### src/rtl/ballot_input_conditioner.sv
// Front-panel conditioner for votingMachine: sync + debounce of the candidate buttons,
// multi-press rejection and one start/encoder_in ballot per press. Optional counter: BALLOT_CNT_EN.
module ballot_input_conditioner #(
  parameter int N_BUTTONS       = 16,
  parameter int DEBOUNCE_CYCLES = 4,
  parameter int START_CYCLES    = 2,
  parameter int GAP_CYCLES      = 11
) (
  input  logic                 clk,
  input  logic                 reset,
  input  logic [N_BUTTONS-1:0] btn_raw,
  input  logic                 enable,
  output logic [N_BUTTONS-1:0] encoder_in,
  output logic                 start,
  output logic                 busy,
  output logic                 multi_err
`ifdef BALLOT_CNT_EN
  ,
  output logic [9:0]           ballot_count
`endif
);

  localparam int DB_W   = (DEBOUNCE_CYCLES > 1) ? $clog2(DEBOUNCE_CYCLES) : 1;
  localparam int PH_MAX = (START_CYCLES > GAP_CYCLES) ? START_CYCLES : GAP_CYCLES;
  localparam int PH_W   = $clog2(PH_MAX + 1);
  localparam logic [DB_W-1:0] DB_LAST = DB_W'(DEBOUNCE_CYCLES - 1);
  localparam logic [PH_W-1:0] ST_LAST = PH_W'(START_CYCLES - 1);
  localparam logic [PH_W-1:0] GP_LAST = PH_W'(GAP_CYCLES - 1);

  typedef enum logic [1:0] {IDLE, ISSUE, GAP, WAIT_RELEASE} state_t;

  logic [N_BUTTONS-1:0] sync1_q, sync2_q;
  logic [N_BUTTONS-1:0] prev_q, prev_d;
  logic [N_BUTTONS-1:0] stable_q, stable_d;
  logic [DB_W-1:0]      db_cnt_q, db_cnt_d;
  logic [PH_W-1:0]      ph_cnt_q;
  logic [N_BUTTONS-1:0] enc_q;
  logic                 start_q, busy_q, merr_q;
  state_t               state_q;
  logic                 stable_any, stable_multi, stable_one;

  always_ff @(posedge clk) begin
    if (reset) begin
      sync1_q <= '0;
      sync2_q <= '0;
    end else begin
      sync1_q <= btn_raw;
      sync2_q <= sync1_q;
    end
  end

  // One counter shared by the whole vector: any bit changing restarts the qualification window.
  always_comb begin
    prev_d   = prev_q;
    db_cnt_d = db_cnt_q;
    stable_d = stable_q;
    if (sync2_q != prev_q) begin
      prev_d   = sync2_q;
      db_cnt_d = '0;
    end else if (db_cnt_q == DB_LAST) begin
      stable_d = prev_q;
    end else begin
      db_cnt_d = db_cnt_q + DB_W'(1);
    end
  end

  always_ff @(posedge clk) begin
    if (reset) begin
      prev_q   <= '0;
      db_cnt_q <= '0;
      stable_q <= '0;
    end else begin
      prev_q   <= prev_d;
      db_cnt_q <= db_cnt_d;
      stable_q <= stable_d;
    end
  end

  // Clearing the lowest set bit leaves something only when two or more buttons are down.
  assign stable_any   = |stable_q;
  assign stable_multi = |(stable_q & (stable_q - N_BUTTONS'(1)));
  assign stable_one   = stable_any & ~stable_multi;

  always_ff @(posedge clk) begin
    if (reset) begin
      state_q  <= IDLE;
      ph_cnt_q <= '0;
      enc_q    <= '0;
      start_q  <= 1'b0;
      busy_q   <= 1'b0;
      merr_q   <= 1'b0;
    end else begin
      merr_q <= 1'b0;
      case (state_q)
        IDLE: begin
          if (enable && stable_one) begin
            enc_q    <= stable_q;
            start_q  <= 1'b1;
            busy_q   <= 1'b1;
            ph_cnt_q <= '0;
            state_q  <= ISSUE;
          end else if (enable && stable_multi) begin
            merr_q  <= 1'b1;
            busy_q  <= 1'b1;
            state_q <= WAIT_RELEASE;
          end
        end
        ISSUE: begin
          if (ph_cnt_q == ST_LAST) begin
            start_q  <= 1'b0;
            enc_q    <= '0;
            ph_cnt_q <= '0;
            state_q  <= GAP;
          end else begin
            ph_cnt_q <= ph_cnt_q + PH_W'(1);
          end
        end
        GAP: begin
          if (ph_cnt_q == GP_LAST) begin
            ph_cnt_q <= '0;
            state_q  <= WAIT_RELEASE;
          end else begin
            ph_cnt_q <= ph_cnt_q + PH_W'(1);
          end
        end
        WAIT_RELEASE: begin
          if (!stable_any) begin
            busy_q  <= 1'b0;
            state_q <= IDLE;
          end
        end
        default: begin
          start_q <= 1'b0;
          enc_q   <= '0;
          busy_q  <= 1'b0;
          state_q <= IDLE;
        end
      endcase
    end
  end

  assign encoder_in = enc_q;
  assign start      = start_q;
  assign busy       = busy_q;
  assign multi_err  = merr_q;

`ifdef BALLOT_CNT_EN
  logic [9:0] ballot_count_q;

  always_ff @(posedge clk) begin
    if (reset) begin
      ballot_count_q <= '0;
    end else if (state_q == IDLE && enable && stable_one && ballot_count_q != 10'h3FF) begin
      ballot_count_q <= ballot_count_q + 10'd1;
    end
  end

  assign ballot_count = ballot_count_q;
`endif

endmodule

### config.mk
export PLATFORM = sky130hd
export DESIGN_NAME = ballot_input_conditioner
export DESIGN_NICKNAME = d
export VERILOG_FILES = /design/src/rtl/ballot_input_conditioner.sv
export SDC_FILE = /design/constraint.sdc
export NUM_CORES = 1
export LEC_CHECK = 0
export CAP_MARGIN = 0
export CELL_PAD_IN_SITES_DETAIL_PLACEMENT = 0
export CELL_PAD_IN_SITES_GLOBAL_PLACEMENT = 1
export CORE_AREA = 2 2 89 91
export CTS_CLUSTER_DIAMETER = 60
export DETAILED_ROUTE_END_ITERATION = 7
export DIE_AREA = 0 0 91 93
export GPL_ROUTABILITY_DRIVEN = 0
export PLACE_DENSITY_LB_ADDON = 0.1
export SYNTH_ARGS = -nofsm -noshare
export SYNTH_HDL_FRONTEND = slang
export SYNTH_SLANG_ARGS = --single-unit
### constraint.sdc
create_clock -name clk -period 6.5 [get_ports clk]
set_clock_uncertainty 0.05 [all_clocks]
set_input_delay 1.3 -clock clk [delete_from_list [all_inputs] [get_ports clk]]
set_output_delay 1.3 -clock clk [all_outputs]
set_load 0.01 [all_outputs]
; ---- Word-level counts from Yosys, hierarchy flattened
; Cells that the tools add are included.
[op_classes]
add_sub_neg = 3
mul = 0
div_mod_pow = 0
n_lt_le_gt_ge = 0
eq_ne = 12
shifts = 0
n_mux = 21
bitwise = 5
reduce_logical = 15
[ops]
columns = operator, n
row1 = 16-bit two-way mux, 2
row2 = 16-bit case mux with 2 select lines, 1
row3 = 16-bit OR reduction, 2
row4 = 16-bit AND, 1
row5 = 16-bit inequality test, 1
row6 = "16-bit by 1-bit subtractor with 16-bit output, second input constant", 1
row7 = 4-bit two-way mux, 3
row8 = 4-bit case mux with 3 select lines, 1
row9 = 2-bit two-way mux, 5
row10 = "2-bit inequality test, second input constant", 4
row11 = 2-bit case mux with 4 select lines, 1
row12 = "2-bit equality test, second input constant", 3
row13 = 1-bit two-way mux, 6
row14 = 3-bit AND reduction, 2
row15 = "4-bit by 1-bit adder with 4-bit output, second input constant", 1
row16 = "4-bit by 1-bit equality test with 1-bit output, second input constant", 1
row17 = "4-bit equality test, second input constant", 1
row18 = 1-bit case mux with 2 select lines, 2
row19 = 2-bit AND reduction, 2
row20 = 4-bit AND reduction, 1
row21 = 2-bit nonzero test, 2
row22 = "3-bit inequality test, second input constant", 1
row23 = 1-bit inverter, 3
row24 = 3-bit nonzero test, 1
row25 = 7 further kinds, 8
[word_totals]
reg_bits = 91
latchBits = 0
ramBits = 0
romBits = 0
inputBits = 19
output_inout_bits = 19
word_cells = 67
n_memories = 0

; ---- Depth between registers and ports, before layout
; Gate-level depths: netlist (run 1).
[logic_depth]
depth_word = 8
ltp_mapped = 9
mapped_depth_nobuf = 9

; ---- Worst setup path before layout (run 1)
; Ideal clock, no wire load.
[synth_path]
kind = flip-flop to flip-flop
start = register stable_q[2]
end = register enc_q[10] (netlist: encoder_in[10])
setup_ps = 117
arrival_ps = 2642
required_time_ps = 6333
slack_ps = 3691
path_stages_with_launch = 10
n_path_buf = 2
synth_period_minus_slack_ps = 2809
path_cell_list = dfxtp_1 > or4_4 > or4_4 > o21ai_1 > nand4_1 > or2_4 > a32o_2 > buf_6 > buf_8 > a22o_1
[synth_between]
elab_chain_len = 8
elab_cells_between_ends = 9
cone_classes = 1 x add/sub / 1 x eq/ne / 3 x bitwise / 4 x reduce/logical
[synth_rtl]
columns = item, line_no
row1 = start: declaration, 34  ; logic [N_BUTTONS-1:0] stable_q, stable_d;
row2 = start signal: assignment, 75  ; stable_q <= stable_d;
row3 = 16-bit by 1-bit subtractor with 16-bit output, 81  ; assign stable_multi = |(stable_q & (stable_q - N_BUTTONS'(1)));
row4 = 16-bit AND, 81
row5 = 16-bit OR reduction, 81
row6 = 1-bit inverter, 82  ; assign stable_one = stable_any & ~stable_multi;
row7 = 1-bit AND *, 82
row8 = 1-bit logical AND *, 96  ; if (enable && stable_one) begin
row9 = 2-bit inequality test (no source line) *, -
row10 = 3-bit AND reduction (no source line) *, -
row11 = end signal: assignment, 97  ; enc_q <= stable_q;
row12 = end: declaration, 37  ; logic [N_BUTTONS-1:0] enc_q;
; Mark *: on every way between the ends. The rest lies on a longest branch, timed or not.
; A chain may end at the register's enable or synchronous reset.

; ---- Worst setup path after layout (run 1)
[layout_path]
start = register stable_q[2]
end = register enc_q[6] (netlist: encoder_in[6])
; The elaborated chain is that of the path after synthesis.

==> results of run 1 <==
==> routing by layer <==
layer / global-route usage, % / share of wire, %
met1: 18.4 / 51
met2: 21.5 / 43
met3: 3.30 / 4.7
met4: 7.95 / 1.4
met5: 0 / 0
==> through the flow <==
stage                     instance area [um2]  setup slack (ps)  hold WS, ps  total power (uW)
final                                    4000              3360          386              1050
after global routing                     4000              3160          402              1100
after CTS                                4000              3360          389              1060
after detailed placement                 3810              3300          372               705
after global placement                   3810              3300          368               706
after floorplan                          3400              3690          364               689
==> final cells by class <==
type	count	area share (%)
well taps	102	3.19
clock inverters	4	0.844
multi-input cells	206	36.7
inverters	6	0.563
clock buffers	12	3.88
flip-flops and latches	91	45.5
repair buffers	38	9.32
==> power by group through the flow <==
stage | registers, uW | logic [uW] | clock network (uW)
after floorplan | 592 | 96.3 | 0
after global placement | 595 | 111 | 0
after detailed placement | 596 | 110 | 0
after CTS | 582 | 110 | 372
after global routing | 585 | 123 | 397
final | 582 | 109 | 360
==> cell families after synthesis <==
group | Yosys count | share of synthesized area, %
flip-flops | 91 | 53.6
multiplexers | 18 | 5.30
buffers and inverters | 19 | 3.20
adder cells (fa/ha/maj) | 8 | 2.80
AND/OR/NAND/NOR | 121 | 20.8
AO/OA/AOI/OAI | 42 | 9.98
XOR/XNOR | 17 | 4.38
==> critical path: stages, from the launching register on <==
cell                      delay (ps)
sky130_fd_sc_hd__dfxtp_1         360
sky130_fd_sc_hd__or4_4           570
sky130_fd_sc_hd__or4_4           540
sky130_fd_sc_hd__o21ai_1         160
sky130_fd_sc_hd__nand4_1         170
sky130_fd_sc_hd__or2_4           290
sky130_fd_sc_hd__nor4b_4         690
sky130_fd_sc_hd__a22o_2          250
==> path summary, 6_finish.rpt <==
path                                       to  depth (start not counted)  slack, ps
worst max-delay path            encoder_in[6]                          7       3360
worst max register to register  encoder_in[6]                          7       3360
worst min-delay path               sync2_q[4]                          1        390
worst min register to register     sync2_q[4]                          1        390
==> Yosys cell counts, types with 2 or more instances <==
cell                       instances  area (um2)
sky130_fd_sc_hd__nand3b_1          3        22.5
sky130_fd_sc_hd__or2_2             2        12.5
sky130_fd_sc_hd__nor2_1           28         105
sky130_fd_sc_hd__o21ai_0           2        10.0
sky130_fd_sc_hd__maj3_1            2        20.0
sky130_fd_sc_hd__dfxtp_1          91        1820
sky130_fd_sc_hd__buf_6             3        33.8
sky130_fd_sc_hd__nor4_1            2        12.5
sky130_fd_sc_hd__nor2b_1          49         307
sky130_fd_sc_hd__xnor2_1          16         140
sky130_fd_sc_hd__nand2_1          10        37.5
sky130_fd_sc_hd__a21o_1            4        30.0
sky130_fd_sc_hd__nand3_1           5        25.0
sky130_fd_sc_hd__or4_4             2        22.5
sky130_fd_sc_hd__o21ai_1           2        10.0
sky130_fd_sc_hd__nand4b_1          2        17.5
sky130_fd_sc_hd__a22o_1            9        78.8
sky130_fd_sc_hd__nand4_1           6        37.5
sky130_fd_sc_hd__clkbuf_1          8        30.0
sky130_fd_sc_hd__a22o_2            8        80.1
sky130_fd_sc_hd__nor3_1            3        15.0
sky130_fd_sc_hd__mux2i_1          18         180
sky130_fd_sc_hd__ha_1              6        75.1
sky130_fd_sc_hd__a32o_1            2        20.0
sky130_fd_sc_hd__a21oi_1           4        20.0
sky130_fd_sc_hd__inv_1             6        22.5
==> flip-flops by register name (all words and copies together), names as in the netlist <==
name and count:
encoder_in 16, prev_q 16, stable_q 16, sync1_q 16, sync2_q 16, ph_cnt_q 4, db_cnt_q 2, state_q 2
busy 1, multi_err 1, start 1
==> results_tabular.tex, run 1 <==
\begin{tabular}{lr}
\hline
Metric & Value \\
\hline
\multicolumn{2}{l}{\textbf{Critical path}} \\
\quad Endpoint required time on the critical path & 6750 ps \\
\quad Worst-path maximum fanout & 17 \\
\quad Kind of critical path & flip-flop to flip-flop \\
\quad Critical Path Sink Type & flip-flop \\
\quad Startpoint of the worst-slack reg-to-reg timing path & stable\_q[2] \\
\quad WP data arrival & 3380 ps \\
\quad Critical path launch point & stable\_q[2] \\
\quad Kind of launch point of the worst setup path & flip-flop \\
\multicolumn{2}{l}{\textbf{Yosys}} \\
\quad Count of flip-flops with a built-in enable after synthesis & 0 \\
\quad Async S/R FF share, synth & 0\% \\
\quad Synthesis Warnings & 0 \\
\quad Synthesis-stage register bit count & 91 \\
\quad Cell count after synthesis & 316 \\
\quad Syn Nets & 341 \\
\quad Unique cell type count in the Yosys netlist & 49 \\
\quad Per-instance average area after synthesis & 10.8 um2 \\
\quad Flip-flop cell with the highest count after synthesis & sky130\_fd\_sc\_hd\_\_dfxtp\_1 \\
\quad Post-Synthesis Cell Area & 0.00340 mm2 \\
\quad Share of synthesized area occupied by flip-flops and latches & 53.6\% \\
\multicolumn{2}{l}{\textbf{CTS}} \\
\quad TritonCTS Buffers & 9 \\
\quad Post-cts gate resize count & 0 \\
\quad \# Post-CTS Setup Buffers & 0 \\
\quad Clock Pin Slew Worst Setup and Hold Paths & 90 ps \\
\quad Total number of clock tree sinks & about 90 \\
\quad Clock latency at the later pin of the worst-skew pair & 350 ps \\
\quad Master cell of the clock root buffer & sky130\_fd\_sc\_hd\_\_clkbuf\_8 \\
\quad Post-cts hold buffer count & 0 \\
\quad H-tree depth reported by CTS & 3 \\
\quad CTS max path bufs & 2 \\
\quad TritonCTS clock tree & done \\
\multicolumn{2}{l}{\textbf{Layout}} \\
\quad Share of cells above drive strength 1 & 9.80\% \\
\quad Area grow syn2layout & 17.7\% \\
\quad Leading cell types in the layout, fill and taps excluded & sky130\_fd\_sc\_hd\_\_dfxtp\_1, sky130\_fd\_sc\_hd\_\_nor2b\_1, sky130\_fd\_sc\_hd\_\_clkdlybuf4s50\_1 \\
\quad Footprint of the multi-input gates & approximately 0.0015 mm2 \\
\quad Count of filler cells inserted in the layout & 700 \\
\quad Diode count & 0 \\
\quad Nets & 377 \\
\quad Area taken by flip-flops and latches & 0.00182 mm2 \\
\quad Post-Route Utilization & a little over half \\
\quad Leading cell type in the layout, fill and taps excluded & sky130\_fd\_sc\_hd\_\_dfxtp\_1 \\
\quad Final cell count without fillers & around 460 \\
\multicolumn{2}{l}{\textbf{Timing}} \\
\quad Final setup TNS & 0 ps \\
\quad Tmin final & 3140 ps \\
\quad Measured slew at the worst slew-check pin & 832 ps \\
\quad Setup violation total in the final timing report & 0 \\
\quad Setup repair after global routing missed its margin & false \\
\quad Slew HR & $\sim$44\% \\
\quad Share of the clock period used by the worst path & between 40\% and 50\% \\
\quad Peak Freq & 319 MHz \\
\quad Final hold vios & 0 \\
\quad Number of max-slew violations in the final report & 0 \\
\multicolumn{2}{l}{\textbf{GRT}} \\
\quad Congestion Overflow GR & 0 \\
\quad Antenna violations before repair & 0 \\
\quad Via count of the first global-routing pass & 2050 \\
\quad First-pass GRT wire length & 9.47 mm \\
\quad Largest net degree at the start of global routing & 74 \\
\quad Tot GR Track Use & approximately 14\% \\
\multicolumn{2}{l}{\textbf{Floorplan}} \\
\quad Die width & a little over 90 um \\
\quad Height of the chip & a little over 90 um \\
\quad Area of the core region & 0.00753 mm2 \\
\quad Die area & between 0.008 and 0.009 mm2 \\
\quad Initial Util & 45.2\% \\
\quad Number of top-level pins & 38 \\
\quad Site row count & 32 \\
\multicolumn{2}{l}{\textbf{Power and ir drop}} \\
\quad P\_sw & 267 uW \\
\quad Largest voltage drop on the vdd net & 0.0000993 V \\
\quad Power Dens Cells & around 260 mW/mm2 \\
\quad Sw frac & 25.4\% \\
\quad Leakage & 0.00161 uW \\
\quad Share of total power in sequential cells & a little under three fifths \\
\quad Share of power burned in combinational logic & 10.4\% \\
\quad Internal power component & 784 uW \\
\quad Part of the total power dissipated in the clock network & 34.2\% \\
\multicolumn{2}{l}{\textbf{Placement}} \\
\quad Estimated wirelength of the detail-placed design & 3.81 mm \\
\quad Port Buffer Count & 37 \\
\quad Placed cells & 443 \\
\multicolumn{2}{l}{\textbf{Min path}} \\
\quad Critical hold path startpoint & sync1\_q[4] \\
\quad Worst min-delay path category & flip-flop to flip-flop \\
\multicolumn{2}{l}{\textbf{Status}} \\
\quad Outcome & finished, final reports clean \\
\multicolumn{2}{l}{\textbf{Routing}} \\
\quad Count of TritonRoute iterations in the first routing pass & 4 \\
\quad Total via count after detailed routing & 2237 \\
\quad Wire length per cell after detailed routing & roughly 12 um \\
\quad ANT nets after route & 0 \\
\quad Post-DR vias/cell & around 5 \\
\quad Iter 0 DRT Violations & between 80 and 90 \\
\quad DRC viols & 0 \\
\quad Routed Wire Length & 5.48 mm \\
\multicolumn{2}{l}{\textbf{Job}} \\
\quad Max-cap check violation count & 0 \\
\hline
\end{tabular}
(Power assumes the default switching activity.)
==> run 2, diff against run 1 <==
- CORE_AREA: 2 2 89 91 -> 2 2 97 99
- DIE_AREA: 0 0 91 93 -> 0 0 99 101
- clock period: 6.5 -> 2.5 ns (I/O delays scaled with it)
==> results_tabular.tex, run 2 (same netlist as run 1, synthesis figures left out) <==
\begin{tabular}{lr}
\hline
Metric & Value \\
\hline
\multicolumn{2}{l}{\textbf{Timing}} \\
\quad Worst Setup Slack, final & -172 ps (-3540 ps) \\
\quad Setup violation total in the final timing report & 23 (+23) \\
\quad Peak Freq & 374 MHz (+17\%) \\
\quad Setup repair after global routing missed its margin & true \\
\quad Measured slew at the worst slew-check pin & 553 ps (-279 ps) \\
\quad Number of max-slew violations in the final report & 0 (unchanged) \\
\quad Share of the clock period used by the worst path & 107\% (+59 points) \\
\quad Final hold vios & 0 (unchanged) \\
\quad Tmin final & 2670 ps (-465 ps) \\
\quad Worst Hold Margin & 390 ps (+3.88 ps) \\
\quad Slew HR & 63.1\% (+19 points) \\
\quad Final setup TNS & -2570 ps (-2570 ps) \\
\multicolumn{2}{l}{\textbf{Floorplan}} \\
\quad Die area & 0.0100 mm2 (+18\%) \\
\quad Area of the core region & 0.00898 mm2 (+19\%) \\
\quad Site row count & 35 (+9.4\%) \\
\quad Die width & 99 um (+8.8\%) \\
\quad Number of top-level pins & 38 (unchanged) \\
\quad Initial Util & 37.9\% (-7.3 points) \\
\quad Height of the chip & 101 um (+8.6\%) \\
\multicolumn{2}{l}{\textbf{Routing}} \\
\quad Wire length per cell after detailed routing & 12.8 um (+7.2\%) \\
\quad Post-DR vias/cell & 4.71 (-3.3\%) \\
\quad DRC viols & 0 (unchanged) \\
\quad Iter 0 DRT Violations & 69 (-19\%) \\
\quad Count of TritonRoute iterations in the first routing pass & 4 (unchanged) \\
\quad ANT nets after route & 0 (unchanged) \\
\quad Total via count after detailed routing & 2309 (+3.2\%) \\
\quad Routed Wire Length & 6.27 mm (+14\%) \\
\multicolumn{2}{l}{\textbf{Critical path}} \\
\quad Worst path cell trace & or4\_4 > or4\_4 > o21ai\_2 > nand4\_1 > or2\_4 > a32o\_4 > a22o\_2 \\
\quad CP max stage delay & 550 ps (-140 ps) \\
\quad Slowest stage cell on the critical path & sky130\_fd\_sc\_hd\_\_or4\_4 \\
\quad Kind of launch point of the worst setup path & flip-flop \\
\quad Cells on worst reg2reg path & 7 (unchanged) \\
\quad Critical Path Sink Type & flip-flop \\
\quad WP data arrival & 2870 ps (-510 ps) \\
\quad Endpoint required time on the critical path & 2690 ps (-4060 ps) \\
\quad R2R Path End & encoder\_in[3] \\
\quad Kind of critical path & flip-flop to flip-flop \\
\quad Buffer and inverter count on the worst path & 0 (unchanged) \\
\quad Critical path's top delay family & simple AND/OR/NAND/NOR gates \\
\quad Startpoint of the worst-slack reg-to-reg timing path & stable\_q[5] \\
\quad Worst-path maximum fanout & 17 (unchanged) \\
\quad FF-to-FF setup slack & -170 ps (-3540 ps) \\
\quad Cell seen most often among critical-path stages & sky130\_fd\_sc\_hd\_\_or4\_4 \\
\multicolumn{2}{l}{\textbf{Placement}} \\
\quad Estimated wirelength of the detail-placed design & 4.40 mm (+15\%) \\
\quad Port Buffer Count & 37 (unchanged) \\
\multicolumn{2}{l}{\textbf{Layout}} \\
\quad Area taken by flip-flops and latches & 0.00182 mm2 (about the same) \\
\quad Share of cells above drive strength 1 & 17.4\% (+7.6 points) \\
\quad Count of filler cells inserted in the layout & 866 (+24\%) \\
\quad Diode count & 0 (unchanged) \\
\quad Leading cell types in the layout, fill and taps excluded & sky130\_fd\_sc\_hd\_\_dfxtp\_1, sky130\_fd\_sc\_hd\_\_nor2b\_1, sky130\_fd\_sc\_hd\_\_clkdlybuf4s50\_1 \\
\quad Nets & 400 (+6.1\%) \\
\quad Leading cell type in the layout, fill and taps excluded & sky130\_fd\_sc\_hd\_\_dfxtp\_1 \\
\quad Area grow syn2layout & 26.2\% \\
\quad Footprint of the multi-input gates & 0.00156 mm2 (+6.0\%) \\
\multicolumn{2}{l}{\textbf{CTS}} \\
\quad CTS max path bufs & 2 (unchanged) \\
\quad Master cell of the clock root buffer & sky130\_fd\_sc\_hd\_\_clkbuf\_8 \\
\quad TritonCTS clock tree & done \\
\quad Clock latency at the later pin of the worst-skew pair & 350 ps (about the same) \\
\quad Total number of clock tree sinks & 91 (unchanged) \\
\quad Clock Pin Slew Worst Setup and Hold Paths & 90 ps (about the same) \\
\quad H-tree depth reported by CTS & 3 (unchanged) \\
\quad TritonCTS Buffers & 9 (unchanged) \\
\multicolumn{2}{l}{\textbf{Status}} \\
\quad Failing checks & negative setup slack \\
\quad Outcome & complete, but fails checks \\
\multicolumn{2}{l}{\textbf{GRT}} \\
\quad Antenna violations before repair & 0 (unchanged) \\
\quad First-pass GRT wire length & 10.7 mm (+13\%) \\
\quad Tot GR Track Use & 13.6\% (-0.42 points) \\
\quad Via count of the first global-routing pass & 2187 (+6.7\%) \\
\quad Largest net degree at the start of global routing & 59 (-20\%) \\
\quad Congestion Overflow GR & 0 (unchanged) \\
\multicolumn{2}{l}{\textbf{Min path}} \\
\quad Worst min-delay path category & flip-flop to flip-flop \\
\quad Cell depth of the worst hold path & 1 (unchanged) \\
\quad Hold worst-path end & sync2\_q[15] \\
\quad Critical hold path startpoint & sync1\_q[15] \\
\multicolumn{2}{l}{\textbf{Power and ir drop}} \\
\quad Leakage & 0.00174 uW (+8.4\%) \\
\quad Power Dens Cells & 647 mW/mm2 (+150\%) \\
\quad Largest voltage drop on the vdd net & 0.000258 V (+160\%) \\
\multicolumn{2}{l}{\textbf{Job}} \\
\quad Max-cap check violation count & 0 (unchanged) \\
\hline
\end{tabular}
==> run 2: changes by cell type in the layout (fill, tap and decap cells not counted), moves of 2 or more <==
cell / delta
sky130_fd_sc_hd__buf_4: +18
sky130_fd_sc_hd__buf_6: +4
sky130_fd_sc_hd__o21ai_2: +3
sky130_fd_sc_hd__o21ai_1: -2
==> run 2: final cells by class <==
cell class,instances,area share (%)
tap,111,3.24
clock buffer,11,3.29
clock inverter,4,0.816
timing repair buffer,61,13.4
inverter,6,0.525
sequential,91,42.5
multi-input combinational,206,36.3
==> run 2: worst reg2reg max path, delay by kind of cell (launching register included) <==
kind,cells,cell delay [ps]
AOI/OAI and AO/OA,3,790
and+or+nand+nor,4,1400
DFF,1,320
==> run 2: how the worst max path moves through the flow <==
stage                 from        endpoint  slack [ps]  cells past startpoint
2_1_floorplan  stable_q[5]  encoder_in[10]        -200                      9
3_3_place_gp   stable_q[5]   encoder_in[7]        -140                      7
3_5_place_dp   stable_q[5]   encoder_in[4]        -180                      7
4_1_cts        stable_q[5]   encoder_in[3]        -150                      7
5_1_grt        stable_q[5]   encoder_in[7]        -280                      7
6_report       stable_q[5]   encoder_in[3]        -170                      7
==> run 2: routing by layer <==
| metal | track usage (%) | routed length [um] | up-vias | share of wire [%] |
|---|---|---|---|---|
| met4 | 6.53 | 120 | 0 | 1.9 |
| met5 | 0 | 0 | - | 0 |
| met3 | 3.33 | 242 | 9 | 3.9 |
| met2 | 20.8 | 2890 | 43 | 46 |
| li1 | - | - | 1218 | - |
| met1 | 18.2 | 3020 | 1039 | 48 |
==> run 2: repair_timing <==
item,in CTS,in global routing
endpoints found under the setup margin,23,23
hold buffers,0,0
pin swaps,7,5
gates resized for setup,10,12
setup buffers,2,4
==> run 2: power breakdown <==
group / internal, uW / switching (uW) / leakage [uW] / total [uW]
clock network: 392 / 502 / 0.0000900 / 895
logic: 175 / 192 / 0.000911 / 367
registers: 1490 / 26.2 / 0.000742 / 1520
total: 2060 / 721 / 0.00174 / 2780
==> run 2: per-stage QoR <==
step,cells,util (%),setup WS (ps),power (uW),instance area (um2)
6_report,490,47.8,-172,2780,4290
5_1_grt,490,47.8,-285,2930,4290
4_1_cts,488,47.0,-151,2790,4220
3_5_place_dp,471,44.4,-178,1870,3990
3_3_place_gp,471,44.4,-139,1860,3990
2_1_floorplan,316,-,-196,1790,3400
==> run 3, diff against run 2 <==
- CORE_AREA: 2 2 97 99 -> 2 2 74 129
- DIE_AREA: 0 0 99 101 -> 0 0 76 131
==> results_tabular.tex, run 3 (same netlist as run 1, synthesis figures left out) <==
\begin{tabular}{lr}
\hline
Metric & Value \\
\hline
\multicolumn{2}{l}{\textbf{Status}} \\
\quad Outcome & complete, but fails checks \\
\quad Failing checks & negative setup slack \\
\multicolumn{2}{l}{\textbf{Power and ir drop}} \\
\quad Leakage & 0.00181 uW (+3.6\%) \\
\quad Share of total power in sequential cells & 46.9\% (-7.7 points) \\
\quad Largest voltage drop on the vdd net & 0.000370 V (+43\%) \\
\quad Power Dens Cells & 734 mW/mm2 (+14\%) \\
\quad Internal power component & 2510 uW (+22\%) \\
\quad P\_sw & 723 uW (+0.34\%) \\
\quad Part of the total power dissipated in the clock network & 42.2\% (+10 points) \\
\quad Total Power & 3240 uW (+17\%) \\
\quad Share of power burned in combinational logic & 11.0\% (-2.2 points) \\
\quad Sw frac & 22.3\% (-3.6 points) \\
\multicolumn{2}{l}{\textbf{CTS}} \\
\quad H-tree depth reported by CTS & 3 (unchanged) \\
\quad TritonCTS Buffers & 9 (unchanged) \\
\quad Master cell of the clock root buffer & sky130\_fd\_sc\_hd\_\_clkbuf\_16 \\
\quad CTS max path bufs & 2 (unchanged) \\
\quad Post-cts hold buffer count & 0 (unchanged) \\
\quad Clock Pin Slew Worst Setup and Hold Paths & 60 ps (-30 ps) \\
\quad TritonCTS clock tree & done \\
\quad Total number of clock tree sinks & 91 (unchanged) \\
\quad Clock latency at the later pin of the worst-skew pair & 330 ps (-20 ps) \\
\multicolumn{2}{l}{\textbf{Min path}} \\
\quad Worst min-delay path category & flip-flop to flip-flop \\
\quad Critical hold path startpoint & sync1\_q[11] \\
\multicolumn{2}{l}{\textbf{Critical path}} \\
\quad Worst-path maximum fanout & 17 (unchanged) \\
\quad Kind of launch point of the worst setup path & flip-flop \\
\quad WP data arrival & 2900 ps (+30 ps) \\
\quad Critical Path Sink Type & flip-flop \\
\quad Endpoint required time on the critical path & 2670 ps (-20 ps) \\
\quad Critical path launch point & stable\_q[5] \\
\quad Startpoint of the worst-slack reg-to-reg timing path & stable\_q[5] \\
\quad Kind of critical path & flip-flop to flip-flop \\
\multicolumn{2}{l}{\textbf{Placement}} \\
\quad Estimated wirelength of the detail-placed design & 4.99 mm (+14\%) \\
\quad Port Buffer Count & 37 (unchanged) \\
\quad Placed cells & 483 (+2.5\%) \\
\multicolumn{2}{l}{\textbf{Layout}} \\
\quad Area grow syn2layout & 29.6\% \\
\quad Leading cell type in the layout, fill and taps excluded & sky130\_fd\_sc\_hd\_\_dfxtp\_1 \\
\quad Leading cell types in the layout, fill and taps excluded & sky130\_fd\_sc\_hd\_\_dfxtp\_1, sky130\_fd\_sc\_hd\_\_nor2b\_1, sky130\_fd\_sc\_hd\_\_clkdlybuf4s50\_1 \\
\quad Nets & 403 (+0.75\%) \\
\quad Diode count & 0 (unchanged) \\
\quad Count of filler cells inserted in the layout & 872 (+0.69\%) \\
\quad Final cell count without fillers & 501 (+2.2\%) \\
\quad Share of cells above drive strength 1 & 16.8\% (-0.62 points) \\
\multicolumn{2}{l}{\textbf{GRT}} \\
\quad First-pass GRT wire length & 11.2 mm (+4.4\%) \\
\quad Largest net degree at the start of global routing & 43 (-27\%) \\
\quad Via count of the first global-routing pass & 2319 (+6.0\%) \\
\quad Congestion Overflow GR & 0 (unchanged) \\
\quad Antenna violations before repair & 0 (unchanged) \\
\quad Tot GR Track Use & 14.7\% (+1.1 points) \\
\multicolumn{2}{l}{\textbf{Floorplan}} \\
\quad Site row count & 46 (+31\%) \\
\quad Number of top-level pins & 38 (unchanged) \\
\quad Die width & 76 um (-23\%) \\
\quad Die area & 0.00996 mm2 (-0.43\%) \\
\quad Area of the core region & 0.00892 mm2 (-0.63\%) \\
\quad Height of the chip & 131 um (+30\%) \\
\quad Initial Util & 38.1\% (+0.24 points) \\
\multicolumn{2}{l}{\textbf{Routing}} \\
\quad Detail Route met3 WL & 191 um (-21\%) \\
\quad Routed Wire Length & 6.79 mm (+8.4\%) \\
\quad Post-Route M1 WL & 2.50 mm (-17\%) \\
\quad Wire length per cell after detailed routing & 13.6 um (+6.0\%) \\
\quad WL met2 & 3.94 mm (+37\%) \\
\quad Iter 0 DRT Violations & 69 (unchanged) \\
\quad ANT nets after route & 0 (unchanged) \\
\quad Post-DR vias/cell & 4.75 (+0.77\%) \\
\quad Count of TritonRoute iterations in the first routing pass & 4 (unchanged) \\
\quad Total via count after detailed routing & 2379 (+3.0\%) \\
\quad Top layer reached by signal wires & met4 \\
\quad DRC viols & 0 (unchanged) \\
\multicolumn{2}{l}{\textbf{Timing}} \\
\quad Share of the clock period used by the worst path & 109\% (+2.1 points) \\
\quad Worst Setup Slack, final & -225 ps (-53.2 ps) \\
\quad Tmin final & 2730 ps (+53.2 ps) \\
\quad Final hold vios & 0 (unchanged) \\
\quad Setup violation total in the final timing report & 23 (unchanged) \\
\quad Worst Hold Margin & 384 ps (-5.84 ps) \\
\quad Measured slew at the worst slew-check pin & 424 ps (-129 ps) \\
\quad Slew HR & 71.5\% (+8.4 points) \\
\quad Number of max-slew violations in the final report & 0 (unchanged) \\
\quad Setup repair after global routing missed its margin & true \\
\quad Peak Freq & 367 MHz (-2.0\%) \\
\multicolumn{2}{l}{\textbf{Job}} \\
\quad Max-cap check violation count & 0 (unchanged) \\
\hline
\end{tabular}
## run 3: changes by cell type in the layout (fill, tap and decap cells not counted), moves of 2 or more
cell / before / now
sky130_fd_sc_hd__buf_4: 19 / 24
sky130_fd_sc_hd__clkbuf_16: 0 / 9
sky130_fd_sc_hd__clkinv_4: 3 / 0
sky130_fd_sc_hd__clkbuf_8: 10 / 0
sky130_fd_sc_hd__bufinv_16: 0 / 2
sky130_fd_sc_hd__buf_6: 4 / 2
## run 3: final timing paths
check | cells past startpoint | slack, ps | end
hold reg to reg | 1 | 380 | sync2_q[11]
hold / removal | 1 | 380 | sync2_q[11]
setup / recovery | 7 | -230 | encoder_in[3]
setup reg to reg | 7 | -230 | encoder_in[3]
## run 3: worst max-delay path, stage by stage, from the launching register on
cell and delay (ps):
sky130_fd_sc_hd__dfxtp_2 310, sky130_fd_sc_hd__or4_4 550, sky130_fd_sc_hd__or4_4 450, sky130_fd_sc_hd__o21ai_2 130
sky130_fd_sc_hd__nand4_1 160, sky130_fd_sc_hd__or2_4 300, sky130_fd_sc_hd__a32o_4 390, sky130_fd_sc_hd__a22o_2 280
## run 3: power groups by stage
stage,clock network [uW],registers (uW),logic [uW]
2_1_floorplan,0,1540,251
3_3_place_gp,0,1550,325
3_5_place_dp,0,1550,328
4_1_cts,1420,1520,328
5_1_grt,1480,1520,387
6_report,1360,1520,355
## run 3: final cells by class
cell class                      instances  area (um2)  area share [%]
Multi-Input combinational cell        206        1520            34.6
Clock inverter                          3        65.1            1.48
Inverter                                6        22.5           0.511
Tap cell                              120         150            3.41
Timing Repair Buffer                   64         588            13.3
Sequential cell                        91        1820            41.4
Clock buffer                           11         233            5.28
## run 3: what timing repair did
| action | 4_1_cts | 5_1_grt |
|---|---|---|
| pin swaps | 3 | 6 |
| endpoints found under the setup margin | 23 | 23 |
| buffers inserted | 2 | 2 |
| resized for setup | 1 | 11 |
## run 3: layer usage
layer	GRT usage (%)	vias to the layer above
li1	-	1207
met1	13.5	1125
met2	29.7	37
met3	3.71	10
met4	7.70	0
met5	0	-
## run 3: stage by stage
step | utilization, % | TNS, ps | setup WS, ps | area (um2)
final | 49.4 | -3970 | -225 | 4410
after global routing | 49.4 | -6080 | -316 | 4410
after CTS | 48.6 | -4140 | -224 | 4340
after detailed placement | 45.0 | -4100 | -244 | 4020
after global placement | 45.0 | -3050 | -183 | 4020
after floorplan | - | -2850 | -196 | 3400
